## src/rtl/regfile_scoreboard.sv

```systemverilog
// Register file with two read ports, a debug read port, one write port and a per-register busy scoreboard.
// Optional same-cycle writeback forwarding is enabled by defining REGFILE_BYPASS_EN.
module regfile_scoreboard #(
  parameter int WIDTH  = 32,
  parameter int ADDR_W = 5
) (
  input  logic              clk,
  input  logic              reset,
  input  logic              write_enable,
  input  logic [ADDR_W-1:0] Destination_select,
  input  logic [WIDTH-1:0]  DATA,
  input  logic [ADDR_W-1:0] Source_select_0,
  input  logic [ADDR_W-1:0] Source_select_1,
  input  logic [ADDR_W-1:0] Debug_Source_select,
  output logic [WIDTH-1:0]  out_0,
  output logic [WIDTH-1:0]  out_1,
  output logic [WIDTH-1:0]  Debug_out,
  input  logic              issue_valid,
  input  logic [ADDR_W-1:0] issue_rd,
  output logic              issue_ready,
  output logic              raw_hazard,
  output logic [ADDR_W:0]   pending_count
);

  localparam int DEPTH = 2**ADDR_W;
  localparam logic [ADDR_W:0] CNT_ONE = {{ADDR_W{1'b0}}, 1'b1};

  logic [WIDTH-1:0]  r_mem [DEPTH];
  logic [DEPTH-1:0]  r_busy;
  logic [ADDR_W:0]   r_count;

  logic              w_wr;
  logic              w_retire_issue;
  logic              w_set;
  logic              w_inc;
  logic              w_dec;
  logic [DEPTH-1:0]  w_busy_nxt;
  logic [WIDTH-1:0]  w_rd0;
  logic [WIDTH-1:0]  w_rd1;
  logic [WIDTH-1:0]  w_rdd;

  // A same-cycle writeback to the source is treated as resolving it only when forwarding exists.
  function automatic logic clear_fwd(input logic              we,
                                     input logic [ADDR_W-1:0] dst,
                                     input logic [ADDR_W-1:0] s);
`ifdef REGFILE_BYPASS_EN
    return we && (dst == s);
`else
    return 1'b0 & we & (dst == s);
`endif
  endfunction

  function automatic logic src_pending(input logic [DEPTH-1:0]  busy,
                                       input logic              we,
                                       input logic [ADDR_W-1:0] dst,
                                       input logic [ADDR_W-1:0] s);
    return (s != '0) && busy[s] && !clear_fwd(we, dst, s);
  endfunction

  function automatic logic [WIDTH-1:0] read_port(input logic [WIDTH-1:0]  stored,
                                                 input logic              we,
                                                 input logic [ADDR_W-1:0] dst,
                                                 input logic [WIDTH-1:0]  wdata,
                                                 input logic [ADDR_W-1:0] s);
    logic [WIDTH-1:0] v;
    v = (s == '0) ? '0 : stored;
`ifdef REGFILE_BYPASS_EN
    if (we && (s != '0) && (dst == s)) v = wdata;
`else
    if (we && (s != '0) && (dst == s)) v = stored;
`endif
    return v;
  endfunction

  assign w_wr           = write_enable && (Destination_select != '0);
  assign w_retire_issue = w_wr && (Destination_select == issue_rd);
  assign issue_ready    = !((issue_rd != '0) && r_busy[issue_rd] && !w_retire_issue);
  assign w_set          = issue_valid && issue_ready && (issue_rd != '0);
  assign w_inc          = w_set && !r_busy[issue_rd];
  assign w_dec          = w_wr && r_busy[Destination_select] &&
                          !(w_set && (issue_rd == Destination_select));

  // Set is applied after clear so a new producer keeps ownership of a retiring register.
  always_comb begin
    w_busy_nxt = r_busy;
    if (w_wr)  w_busy_nxt[Destination_select] = 1'b0;
    if (w_set) w_busy_nxt[issue_rd]           = 1'b1;
    w_busy_nxt[0] = 1'b0;
  end

  always_ff @(posedge clk or negedge reset) begin
    if (!reset) begin
      r_busy  <= '0;
      r_count <= '0;
    end else begin
      r_busy <= w_busy_nxt;
      case ({w_inc, w_dec})
        2'b10:   r_count <= r_count + CNT_ONE;
        2'b01:   r_count <= r_count - CNT_ONE;
        default: r_count <= r_count;
      endcase
    end
  end

  always_ff @(posedge clk or negedge reset) begin
    if (!reset) begin
      for (int i = 0; i < DEPTH; i++) r_mem[i] <= '0;
    end else if (w_wr) begin
      r_mem[Destination_select] <= DATA;
    end
  end

  always_comb begin
    w_rd0 = read_port(r_mem[Source_select_0], write_enable, Destination_select, DATA,
                      Source_select_0);
    w_rd1 = read_port(r_mem[Source_select_1], write_enable, Destination_select, DATA,
                      Source_select_1);
    w_rdd = (Debug_Source_select == '0) ? '0 : r_mem[Debug_Source_select];
  end

  // Forwarded data must not leak out while reset is held low.
  assign out_0         = reset ? w_rd0 : '0;
  assign out_1         = reset ? w_rd1 : '0;
  assign Debug_out     = reset ? w_rdd : '0;
  assign raw_hazard    = reset &&
                         (src_pending(r_busy, write_enable, Destination_select, Source_select_0) ||
                          src_pending(r_busy, write_enable, Destination_select, Source_select_1));
  assign pending_count = r_count;

endmodule

```

## config.mk

```make
export PLATFORM = sky130hd
export DESIGN_NAME = regfile_scoreboard
export DESIGN_NICKNAME = d
export VERILOG_FILES = /design/src/rtl/regfile_scoreboard.sv
export SDC_FILE = /design/constraint.sdc
export NUM_CORES = 2
export LEC_CHECK = 0
export CELL_PAD_IN_SITES_DETAIL_PLACEMENT = 1
export CELL_PAD_IN_SITES_GLOBAL_PLACEMENT = 1
export CORE_ASPECT_RATIO = 1.5
export CORE_UTILIZATION = 48
export CTS_BUF_LIST = sky130_fd_sc_hd__clkbuf_16
export DETAILED_ROUTE_END_ITERATION = 12
export PLACE_DENSITY_LB_ADDON = 0.1
export SYNTH_ARGS = -nofsm -noshare
export SYNTH_HDL_FRONTEND = slang
export SYNTH_SLANG_ARGS = --single-unit
```

## constraint.sdc

```tcl
create_clock -name clk -period 3.28 [get_ports clk]
set_input_delay 0.656 -clock clk [delete_from_list [all_inputs] [get_ports clk]]
set_output_delay 0.656 -clock clk [all_outputs]
set_load 0.01 [all_outputs]
```

Word level (Yosys, flattened, before mapping):

Cells that the tools add are included.

* multiply operators: 0
* bitwise gates (word level): 7
* divide/modulo/power cells: 0
* reductions and logical operators: 33
* add/subtract/negate cells: 2
* equal/unequal tests: 6
* shifts and indexed selects: 0
* mux-type cells: 35
* $lt $le $gt $ge: 11

Operators by type and width (number)
* bitwise mux 1024 bit: 1
* 2-to-1 mux 32 bit: 17
* binary-select mux 32 bit (select 5 bit): 3
* demux 32 bit (select 5 bit): 1
* AND 32 bit: 1
* NOT 32 bit: 1
* OR 32 bit: 1
* greater-or-equal comparator 6 bit, second input constant: 4
* less-than comparator 5 x 6 -> 1 bit, second input constant: 4
* NOT 5 -> 6 bit: 4
* binary-select mux 1 bit (select 5 bit): 4
* == test 5 bit: 4
* logical AND 1 bit: 20
* nonzero test 5 bit: 4
* logical NOT 5 bit: 3
* one-hot mux 6 bit (2 select lines): 1
* demux 1 bit (select 5 bit): 2
* greater-or-equal comparator 5 x 1 -> 1 bit, second input constant: 2
* adder 6 x 1 -> 6 bit, second input constant: 1
* less-than comparator 6 x 1 -> 1 bit, second input constant: 1
* 2-to-1 mux 1 bit: 6
* subtractor 6 x 1 -> 6 bit, second input constant: 1
* logical NOT 1 bit: 4
* == test 2 x 1 -> 1 bit, second input constant: 1
* other kinds (3): 3

* register bits after elaboration: 1061
* memories kept: 0
* output and inout bits: 104
* bits in latches: 0
* bits of input ports: 61
* RAM bits: 0
* bits in read-only memories: 0

Longest topological paths before layout:

* word-level depth: 13
* gate-level depth with buffers: 14

Least setup slack after synthesis:

No wires, ideal clock.

* path kind: in2reg
* from: in issue_rd[0]
* to: reg r_count[5], in the netlist pending_count[5]
* path slack: -0.440 ns
* data required time: 3.201 ns
* library setup time: 0.079 ns
* arrival time: 3.641 ns
* cell stages on the path: 12
* buffers on the path: 1
* path through: buf_6 -> mux4_2 -> a222oi_1 -> o21a_1 -> nand3_1 -> ha_1 -> ha_1 -> a21o_1 -> a21oi_1 -> or4_1 -> nand3_1 -> xor2_1

* longest elaborated chain between the ends: 12

RTL lines
* start: declaration: RTL line 19 `input logic [ADDR_W-1:0] issue_rd,`
* binary-select mux 1 bit (select 5 bit) or == test 5 bit (tied branches)
* 2-to-1 mux 1 bit (implied by the code) or logical AND 1 bit (tied branches): RTL line 77, 79, 76
* logical AND 1 bit or logical NOT 1 bit (tied branches): RTL line 77 `assign issue_ready = !((issue_rd != '0) && r_busy[issue_rd] && !w_retire_issue);`
* logical AND 1 bit: RTL line 77
* logical NOT 1 bit: RTL line 77
* logical AND 1 bit (2 in series): RTL line 78 `assign w_set = issue_valid && issue_ready && (issue_rd != '0);`
* logical AND 1 bit: RTL line 81 `!(w_set && (issue_rd == Destination_select));`
* logical NOT 1 bit: RTL line 81
* logical AND 1 bit: RTL line 80 `assign w_dec = w_wr && r_busy[Destination_select] &&`
* == test 2 x 1 -> 1 bit or == test 2 bit (tied branches): RTL line 97 `case ({w_inc, w_dec})`
* one-hot mux 6 bit (2 select lines) or nonzero test 2 bit (tied branches)
* end signal: assignment: RTL line 98 `2'b10: r_count <= r_count + CNT_ONE;`
* end signal: assignment: RTL line 99 `2'b01: r_count <= r_count - CNT_ONE;`
* end signal: assignment: RTL line 100 `default: r_count <= r_count;`
* end: declaration: RTL line 30 `logic [ADDR_W:0] r_count;`

Several ways; a longest one is shown, not always the timed one. The select of a mux whose other input is x is not followed.
A chain may end at the register's enable or synchronous reset.

Final worst setup path:

* from: reg r_busy[13]
* to: out raw_hazard

* longest elaborated chain between the ends: 5

RTL lines
* start: declaration: RTL line 29 `logic [DEPTH-1:0] r_busy;`
* start signal: assignment: RTL line 96 `r_busy <= w_busy_nxt;`
* binary-select mux 1 bit (select 5 bit): RTL line 57 `return (s != '0) && busy[s] && !clear_fwd(we, dst, s);`
* 2-to-1 mux 1 bit (implied by the code): RTL line 57
* logical AND 1 bit: RTL line 57
* logical OR 1 bit *: RTL line 126 `(src_pending(r_busy, write_enable, Destination_select, Source_select_0) ||`
* logical AND 1 bit *: RTL line 125 `assign raw_hazard = reset &&`
* end: declaration: RTL line 21 `output logic raw_hazard,`

Every way passes the cells marked *; elsewhere a longest branch is shown, timed or not. The select of a mux whose other input is x is not followed.

==> results_dict.tcl <==
set metrics [dict create \
    synth-seq-cells 1061 \
    wl_per_cell_microns 38.1 \
    areaGrowthSynthToFinish_pct 26.2 \
    cts_sinks 1061 \
    rows 165 \
    finalMaxSlewViolations 0 \
    ant_nets 0 \
    final_cells 6924 \
    outcome "finished with violations" \
    drtPass1Iterations 7 \
    synth_ff_type "dfrtp_1" \
    arrival_ns 2.89 \
    utilization 0.612 \
    critPathMaxStageDelay_ns 0.49 \
    grt_pass1_wl_microns 380000 \
    avgSynthCellArea_sq_um 14.9 \
    start_kind "flip-flop" \
    rsz0062_at_grt "true" \
    min_path_type "in -> async" \
    pre_cts_slack_ns -1.03 \
    numCtsBuffers 111 \
    synth_most_common_cell "mux2_2" \
    leakagePower_nw 35.6 \
    path_max_fanout 2 \
    vdd_drop_max_uv 511 \
    fin_nets 5140 \
    netlist-cell-type-count 59 \
    crit_slowest_cell "mux4_2" \
    drc 0 \
    cts_tree "done" \
    grt_antenna_before_repair 7 \
    ys_warn_count 0 \
    clkTransAtPathRegs_ns 0.06 \
    drive_gt1_frac 0.647 \
    fp.dieH_microns 455 \
    period_needed_ns 3.55 \
    vias_per_cell 7.00 \
    core_sq_um 135000 \
    routed_wl_microns 264000 \
    synth_common_cells "mux2_2 (1076), dfrtp_1 (1061), mux4_2 (837), clkbuf_1 (266), mux2i_1 (192)" \
    vias 48500 \
    grt_max_degree 66 \
    synthTopCellsByArea "dfrtp_1 (40%), mux4_2 (29%), mux2_2 (18%)" \
    finalHoldViolCount 0 \
    p_per_area_nw_per_um2 540 \
    io_pins 165 \
    worstSkewPairLatency_ns 0.76 \
    dp_hpwl_microns 169000 \
    clockBufferDepth 3 \
    die-area_sq_um 138000 \
    fin_setup_tns_ns -1.08 \
    min_period_over_period 1.08 \
    fmax_mhz 282 \
    dieWidth_microns 304 \
    synth_area_sq_um 65600 \
    cp-end-kind "output pin" \
    async_flop_share 1.00 \
    failed_checks "setup timing" \
    critical_path.cell_chain "mux4_2 > mux2_4 > a2111oi_4 > o32ai_2 > a31o_2 > buf_6" \
    drt_iter0_drc 4662 \
    synth_cells 4411 \
    synth_top_area_frac 0.405 \
    cts-root-buf "clkbuf_16" \
    syn-num-nets 4478 \
    initial_core_util 0.485 \
    relSlewSlack 0.131 \
    finalSetupViolCount 20 \
    globalplace.congestion 0.927 \
    drv_cap 0 \
    yosys.area.top_type "dfrtp_1" \
    crit_type "reg -> out" \
    setup_ws_ns -0.270 \
    grt_remaining_overflow 0 \
    grt_pass1_vias 51700 \
    required_ns 2.62 \
    tightest_slew_ns 1.30 \
    port_buffers 164 \
    synth-edff-count 0 \
    power_mw 44.7 \
    ys_seq_area_frac 0.405 \
    ctsHtreeMaxLevel 3 \
    fin_worst_skew_ns 0.00542 \
    dp.cells 6491 \
    grt_usage 0.384 \
]
==> metal layers <==
| metal | track usage | routed length (microns) | vias up |
|---|---|---|---|
| met1 | 0.490 | 99400 | 26500 |
| met2 | 0.630 | 129000 | 2463 |
| met5 | 0 | 28 | - |
| met3 | 0.0718 | 21000 | 679 |
| li1 | - | - | 18800 |
| met4 | 0.195 | 14700 | 4 |
==> where the power goes <==
| group | leakage, nW | internal (mW) | switching (mW) |
|---|---|---|---|
| Sequential | 13.6 | 15.6 | 2.65 |
| Clock | 1.89 | 7.43 | 5.89 |
| Combinational | 20.1 | 7.90 | 5.21 |
==> layout by cell type (no fill, tap or decap), types with 47 or more instances in the layout <==
master / Yosys / routed
clkdlybuf4s50_1: 0 / 49
buf_2: 161 / 47
buf_4: 22 / 584
nand2_1: 112 / 83
mux2_2: 1076 / 1070
clkbuf_16: 0 / 122
mux4_2: 837 / 837
a21oi_1: 89 / 54
buf_6: 2 / 106
buf_12: 0 / 200
dfrtp_1: 1061 / 1054
mux2i_1: 192 / 171
nor2_1: 138 / 122
==> cell families (layout without fill, tap and decap cells) <==
| kind of cell | after synthesis | after routing | share of synthesized area |
|---|---|---|---|
| compound gates | 332 | 332 | 0.0310 |
| xor+xnor | 10 | 10 | 0.00134 |
| fa+ha+maj | 6 | 6 | 0.00126 |
| buf+inv | 525 | 1281 | 0.0346 |
| flops | 1061 | 1061 | 0.405 |
| mux | 2105 | 2105 | 0.502 |
| other cells | 0 | 4 | 0 |
| simple gates | 372 | 372 | 0.0253 |
==> cell type report <==
cell class / count / area (sq um)
well taps: 1753 / 2190
inverters: 7 / 26.3
multi-input cells: 2825 / 38200
repair buffers: 1067 / 12100
clock inverters: 94 / 883
clock buffers: 113 / 2830
flip-flops and latches: 1061 / 26600
diodes: 4 / 10.0
fillers: 12100 / 52500
==> worst max-delay path: cells and delay by family, from the launching register on <==
family                 cells  cell delay [ns]
flip-flops                 1             0.43
multiplexers               2             0.80
AO/OA/AOI/OAI              3             0.77
buffers and inverters      1             0.14
==> state kept, by name, indices dropped and copies added (netlist names) <==
register / count
r_mem: 1024
r_busy: 31
pending_count: 6
==> final timing paths <==
path,end,cells after the start,startpoint,slack [ns]
setup reg to reg,pending_count[5],13,r_busy[30],0.09
hold / removal,r_busy[16],2,reset,0.03
max in group asynchronous,r_mem[857],5,reset,1.16
hold reg to reg,r_mem[1008],0,r_mem[1008],0.40
min in group clk,r_mem[1008],0,r_mem[1008],0.40
setup / recovery,raw_hazard,6,r_busy[13],-0.27
==> stage by stage <==
step,hold WS [ns],cell area (sq um)
2_1_floorplan,0.360,65600
3_3_place_gp,0.378,74900
3_5_place_dp,0.384,74900
4_1_cts,0.00989,81800
5_1_grt,0.0518,82700
6_report,0.0341,82700
==> timing repair <==
| item | in CTS | in global routing |
|---|---|---|
| hold endpoints to repair | 11 | 0 |
| resized for setup | 881 | 154 |
| cloned | 18 | 9 |
| hold buffers | 1 | 0 |
| pin swaps | 60 | 44 |
| setup buffers | 187 | 59 |
| setup endpoints to repair | 101 | 79 |
No activity file was read; power rests on OpenSTA's default activity.
